$ cat src/rtl/pipeline_hazard_ctrl.sv
// Stall/flush/forwarding controller for the 5-stage rv32i pipeline.
// Optional performance counters are enabled by defining HAZARD_PERF_EN.
module pipeline_hazard_ctrl #(
    parameter int unsigned REG_W  = 5,
    parameter int unsigned PERF_W = 32
) (
    input  logic             clk,
    input  logic             rst,
    input  logic [REG_W-1:0] id_rs1,
    input  logic [REG_W-1:0] id_rs2,
    input  logic             id_use1,
    input  logic             id_use2,
    input  logic [REG_W-1:0] ex_rs1,
    input  logic [REG_W-1:0] ex_rs2,
    input  logic [REG_W-1:0] ex_rd,
    input  logic             ex_wr,
    input  logic             ex_load,
    input  logic             ex_br_taken,
    input  logic [REG_W-1:0] mem_rd,
    input  logic             mem_wr,
    input  logic [REG_W-1:0] wb_rd,
    input  logic             wb_wr,
    input  logic             inst_read,
    input  logic             inst_resp,
    input  logic             data_req,
    input  logic             data_resp,
    output logic             ld_pc,
    output logic             ld_ifid,
    output logic             ld_idex,
    output logic             ld_exmem,
    output logic             ld_memwb,
    output logic             flush_ifid,
    output logic             flush_idex,
    output logic [1:0]       fwd_a,
    output logic [1:0]       fwd_b,
    output logic             id_byp1,
    output logic             id_byp2,
`ifdef HAZARD_PERF_EN
    output logic [PERF_W-1:0] perf_stall,
    output logic [PERF_W-1:0] perf_bubble,
    output logic [PERF_W-1:0] perf_flush,
`endif
    output logic [1:0]       state
);

    typedef enum logic [1:0] {
        StRun    = 2'd0,
        StIWait  = 2'd1,
        StDWait  = 2'd2,
        StIdWait = 2'd3
    } state_e;

    state_e state_q;
    logic   drop_pend_q;

    logic imiss;
    logic dmiss;
    logic mem_stall;
    logic load_use;
    logic squash;
    logic bubble;

    assign imiss     = inst_read & ~inst_resp;
    assign dmiss     = data_req & ~data_resp;
    assign mem_stall = imiss | dmiss;

    assign load_use = ex_load & ex_wr & (ex_rd != '0) &
                      ((id_use1 & (id_rs1 == ex_rd)) | (id_use2 & (id_rs2 == ex_rd)));

    // A pending drop finishes a squash that was deferred behind an instruction miss.
    assign squash = ~mem_stall & (ex_br_taken | drop_pend_q);
    assign bubble = ~mem_stall & ~squash & load_use;

    assign state = state_q;

    always_ff @(posedge clk or posedge rst) begin
        if (rst) begin
            state_q     <= StRun;
            drop_pend_q <= 1'b0;
        end else begin
            unique case ({dmiss, imiss})
                2'b00:   state_q <= StRun;
                2'b01:   state_q <= StIWait;
                2'b10:   state_q <= StDWait;
                default: state_q <= StIdWait;
            endcase
            if (!mem_stall) begin
                drop_pend_q <= 1'b0;
            end else if (ex_br_taken && imiss) begin
                drop_pend_q <= 1'b1;
            end
        end
    end

    function automatic logic [1:0] fwd_sel(input logic [REG_W-1:0] rs);
        logic [1:0] sel;
        sel = 2'd0;
        if (mem_wr && (mem_rd != '0) && (mem_rd == rs)) begin
            sel = 2'd1;
        end else if (wb_wr && (wb_rd != '0) && (wb_rd == rs)) begin
            sel = 2'd2;
        end
        return sel;
    endfunction

    always_comb begin
        ld_pc      = 1'b1;
        ld_ifid    = 1'b1;
        ld_idex    = 1'b1;
        ld_exmem   = 1'b1;
        ld_memwb   = 1'b1;
        flush_ifid = 1'b0;
        flush_idex = 1'b0;
        fwd_a      = 2'd0;
        fwd_b      = 2'd0;
        id_byp1    = 1'b0;
        id_byp2    = 1'b0;
        if (rst) begin
            ld_pc      = 1'b0;
            ld_ifid    = 1'b0;
            ld_idex    = 1'b0;
            ld_exmem   = 1'b0;
            ld_memwb   = 1'b0;
            flush_ifid = 1'b1;
            flush_idex = 1'b1;
        end else begin
            fwd_a   = fwd_sel(ex_rs1);
            fwd_b   = fwd_sel(ex_rs2);
            id_byp1 = wb_wr & (wb_rd != '0) & (wb_rd == id_rs1);
            id_byp2 = wb_wr & (wb_rd != '0) & (wb_rd == id_rs2);
            if (mem_stall) begin
                ld_pc    = 1'b0;
                ld_ifid  = 1'b0;
                ld_idex  = 1'b0;
                ld_exmem = 1'b0;
                ld_memwb = 1'b0;
            end else if (squash) begin
                flush_ifid = 1'b1;
                flush_idex = 1'b1;
            end else if (load_use) begin
                // Hold PC and IF/ID, push a single bubble into EX.
                ld_pc      = 1'b0;
                ld_ifid    = 1'b0;
                flush_idex = 1'b1;
            end
        end
    end

`ifdef HAZARD_PERF_EN
    always_ff @(posedge clk or posedge rst) begin
        if (rst) begin
            perf_stall  <= '0;
            perf_bubble <= '0;
            perf_flush  <= '0;
        end else begin
            if (mem_stall && (perf_stall != '1)) begin
                perf_stall <= perf_stall + PERF_W'(1);
            end
            if (bubble && (perf_bubble != '1)) begin
                perf_bubble <= perf_bubble + PERF_W'(1);
            end
            if (squash && (perf_flush != '1)) begin
                perf_flush <= perf_flush + PERF_W'(1);
            end
        end
    end
`else
    // PERF_W only sizes the optional counters; a zero width leaves this marker block behind.
    if (PERF_W == 0) begin : g_perf_w_zero
    end
`endif

endmodule
$ cat config.mk
export PLATFORM = sky130hd
export DESIGN_NAME = pipeline_hazard_ctrl
export DESIGN_NICKNAME = d
export VERILOG_FILES = /design/src/rtl/pipeline_hazard_ctrl.sv
export SDC_FILE = /design/constraint.sdc
export NUM_CORES = 1
export LEC_CHECK = 0
export BUFFER_PORTS_ARGS = -buffer_cell sky130_fd_sc_hd__buf_2
export CORE_MARGIN = 2
export CORE_UTILIZATION = 40
export CTS_BUF_LIST = sky130_fd_sc_hd__clkbuf_16
export CTS_CLUSTER_SIZE = 10
export DETAILED_ROUTE_END_ITERATION = 10
export GPL_ROUTABILITY_DRIVEN = 0
export PLACE_DENSITY = 0.84
export SLEW_MARGIN = 40
export SYNTH_ARGS = -nofsm -noshare
export SYNTH_HDL_FRONTEND = slang
export SYNTH_SLANG_ARGS = --single-unit
$ cat constraint.sdc
create_clock -name clk -period 2.94 [get_ports clk]
set_input_delay 0.441 -clock clk [delete_from_list [all_inputs] [get_ports clk]]
set_output_delay 0.441 -clock clk [all_outputs]
set_load 0.02 [all_outputs]
---- After elaboration in Yosys (flattened, before gate mapping) ----
Index checks and enable logic that the tools add are counted.
cells by class
  mux-type cells .......................... 24
  reductions and logical operators ........ 11
  bitwise gates (word level) .............. 17
  equal/unequal tests ..................... 11
operators by type and width
  cell                                                    count
  equality test 5 bit                                     8
  2-to-1 mux 1 bit                                        17
  nonzero test 5 bit                                      3
  2-to-1 mux 2 bit                                        6
  bitwise AND 1 bit                                       11
  logical AND 1 bit                                       7
  one-hot mux 2 bit (3 select lines)                      1
  inverter 1 bit                                          3
  OR 1 bit                                                3
  equality test 2 x 1 -> 1 bit (second input constant)    1
  equality test 2 bit (second input constant)             1
  logical NOT 2 bit                                       1
  inequality test 2 x 1 -> 1 bit (second input constant)  1
word-level totals
  output and inout bits ................... 15
  input port bits ......................... 48
  register bits after elaboration ......... 3
  word-level logic and storage cells ...... 65

---- Longest topological paths before layout ----
  depth after elaboration ................. 8
  mapped depth ............................ 5
  gate-level depth less buffers ........... 4

---- Least setup slack after synthesis ----
Ideal clock, no wire load.
  path kind ............................... input-to-output
  start point ............................. input inst_read
  end point ............................... output ld_pc
  setup slack ............................. 0.683 ns
  stages .................................. 4
  buffers on the path ..................... 1
  data arrival time ....................... 1.816 ns
  path through ............................ nor2b_1 nor3_1 o31a_1 buf_4
on the way
  cells in the longest elaborated chain, start to end .. 7
RTL lines
  what                              RTL line  RTL
  start, declared                   23        input logic inst_read,
  bitwise AND 1 bit *               63        assign imiss = inst_read & ~inst_resp;
  OR 1 bit *                        65        assign mem_stall = imiss | dmiss;
  inverter 1 bit                    -
  bitwise AND 1 bit                 71        assign squash = ~mem_stall & (ex_br_taken | drop_pend_q);
  2-to-1 mux 1 bit                  -
  2-to-1 mux 1 bit * (2 in series)  -
  end, declared                     27        output logic ld_pc,
Mark *: on every way between the ends. The rest lies on a longest branch, timed or not.

---- Worst setup path after layout ----
  start point ............................. input mem_rd[3]
  end point ............................... output fwd_a[1]
on the way
  cells in the longest elaborated chain, start to end .. 5
  elaborated cells on any way between the ends .. 6
  classes of those cells .................. 1 x eq/ne; 2 x mux; 3 x reduce/logical
RTL lines
  what                 RTL line  RTL
  start, declared      19        input logic [REG_W-1:0] mem_rd,
  nonzero test 5 bit   98        if (mem_wr && (mem_rd != '0) && (mem_rd == rs)) begin
  logical AND 1 bit    98
  logical AND 1 bit *  98
  2-to-1 mux 2 bit *   98
  2-to-1 mux 2 bit *   118       if (rst) begin
  end, declared        34        output logic [1:0] fwd_a,
Marked as above.

==> results.toml <==
[timing]
period_share_pct = 77.7
relSlewSlack_pct = 75.8
maxSlewViolCount = 0
min_period_ns = 2.28
tightest_slew_ns = 0.361
skew_ns = 0
hold_viol = 0
finalSetupViolations = 0
rsz0062_at_grt = "false"
fmax_mhz = 438
final.setup.worst_slack_ns = 0.656
fin_tns_setup_ns = 0

[clock_network]
clk_pin_slew_ns = 0.03
clockRootBuffer = "clkbuf_16"
post_cts.repair.setup_buffers = 0
htreeDepth = 1
numCtsBuffers = 3
insertion_delay_ns = 0.22
cts.sinks = 3
cts.path.max_buffers = 2
cts-resized-gates = 0
cts-hold-fix-buffers = 0
cts_tree = "built"

[synthesis]
yosys-top-cells-count = "xnor2_1, xor2_1, nor4_1"
synth_area_leader_cell = "xnor2_1"
ys_seq_elements = 3
yosysSeqAreaShare_pct = 10.4
yosys.area.top_type_share_pct = 24.3
syn_area_um2 = 719
synth-edff-count = 0
synth_nets = 138
synth_area_leaders = "xnor2_1, xor2_1, dfrtp_1"
ys_types = 25
async_reset_ff_share_pct = 100
synthCells = 90
yosysWarningCount = 0
ys.flop_type = "dfrtp_1"
synth_area_per_cell_um2 = 7.99

[routing]
ant_nets = 0
wl_met2_um = 1180
m1WireLength_um = 760
avgRoutedWirePerCell_um = 12.3
via_per_inst = 4.97
drtIter0Drc = 2
firstDrtPassIters = 2
num_vias = 859
maxUsedRoutingLayer = "met4"
dr_wl_met3_um = 159
drt_wl_total_um = 2120
drc = 0

[global_routing]
grt_max_degree = 6
grt_antenna_before_repair = 0
grt_pass1_wl_um = 3250
gr-total-overflow = 0
gr-usage-all-layers_pct = 20.6
grt_pass1_vias = 832

[setup_path]
cp-end-kind = "output port"
crit_family = "simple AND/OR/NAND/NOR gates"
path_buf_inv = 2
max_stage_delay_ns = 0.53
path_max_fanout = 4
r2r_setup_slack_ns = 2.30
reg2reg_to = "drop_pend_q"
crit_type = "in -> out"
crit_chain = "buf_2, or4_1, o21ai_2, nor3_2, nor4_2, buf_2"
cp.arrival_ns = 1.84
critPathLaunchType = "primary input"
crit_top_cell = "buf_2"
cp_slowest_cell = "or4_1"
cp_data_required_time_ns = 2.50
worst-r2r-cell-count = 2
r2r_start = "drop_pend_q"

[layout]
fin_util_pct = 64.0
area_delta_synth_final_pct = 52.0
layout-drive-gt1-share_pct = 47.3
finalNetCount = 197
fill_cells = 147
antenna_cells = 0
finalInstanceArea_um2 = 1090

[place]
hpwl_um = 1880
io_buffers = 62
place_area_um2 = 1010
dp_slack_ns = 0.652

[die]
rows = 15
ioPinCount = 63
core_um2 = 1710
die_y_um = 46.4
die-area_um2 = 2150
die_width_um = 46.4
initial_core_util_pct = 42.1

[pwr]
p_total_w = 0.000399
p_leak_nw = 0.522
ir_drop_mv = 0.285
power_density_nw_per_um2 = 365

[flow_run]
cap_violations = 0

[hold_path]
hold_class = "in -> async"

[run_status]
status = "completed"
stage by stage:
stage,std cells,hold slack [ns]
floorplan,90,0.210
global placement,169,0.383
finish,173,0.149
detailed placement,169,0.386
global route,173,0.170
CTS,173,0.159
cells in the final DEF (no fill, tap or decap):
cell type / netlist / layout
buf_2: 4 / 62
o211ai_1: 1 / 1
o21ai_2: 1 / 1
nor3_2: 1 / 1
a21oi_1: 2 / 2
o41ai_1: 1 / 1
nor4_2: 1 / 1
nand3_1: 5 / 5
nor2b_1: 2 / 2
dfrtp_1: 3 / 3
nor4_1: 6 / 6
a32oi_1: 1 / 1
inv_1: 2 / 3
clkbuf_16: 0 / 3
nand2_1: 2 / 2
or4_1: 4 / 4
nor2_1: 2 / 2
xor2_1: 20 / 20
o31a_1: 1 / 1
nor3_1: 4 / 4
xnor2_1: 20 / 20
or2_2: 1 / 1
o211ai_2: 1 / 1
and2_0: 1 / 1
cell families after synthesis:
group	count (synthesis)	synth area share, %
and+or+nand+nor	29	24.3
buffers and inverters	10	7.48
DFF	3	10.4
xor gates and xnor gates	40	48.7
AOI/OAI and AO/OA	8	9.04
worst register-to-register path, stage by stage, from the launching register on:
cell and delay [ns]:
dfrtp_1 0.36, a21oi_1 0.11, nor2_1 0.05
state kept, by name, summed over array words and instances (netlist names):
signal / cells
state: 2
drop_pend_q: 1
cell type report:
| cell class | instances | area [um^2] | share of cell area [%] |
|---|---|---|---|
| sequential | 3 | 75.1 | 6.86 |
| clock buffer | 3 | 75.1 | 6.86 |
| multi-input combinational | 77 | 591 | 54.0 |
| clock inverter | 1 | 3.75 | 0.343 |
| timing repair buffer | 62 | 310 | 28.4 |
| inverter | 2 | 7.51 | 0.686 |
| tap | 25 | 31.3 | 2.86 |
power by group:
part           leakage [nW]  switching (W)  internal, W
registers            0.0394    0.000000574    0.0000437
logic                 0.440      0.0000765    0.0000672
clock network        0.0423      0.0000361     0.000175
total                 0.522       0.000113     0.000286
routing by layer:
layer / vias to the layer above / GRT usage (%)
met4: 0 / 5.71
li1: 424 / -
met1: 391 / 21.1
met5: - / 0
met2: 42 / 40.6
met3: 2 / 4.71
how the worst max path moves through the flow:
stage	end	start	depth (start not counted)
floorplan	ld_pc	inst_read	4
global placement	fwd_a[1]	mem_rd[3]	6
detailed placement	fwd_a[1]	mem_rd[3]	6
CTS	fwd_a[1]	mem_rd[3]	6
global route	fwd_a[1]	mem_rd[3]	6
finish	fwd_a[1]	mem_rd[3]	6
Power figures use the tool's default switching activity.
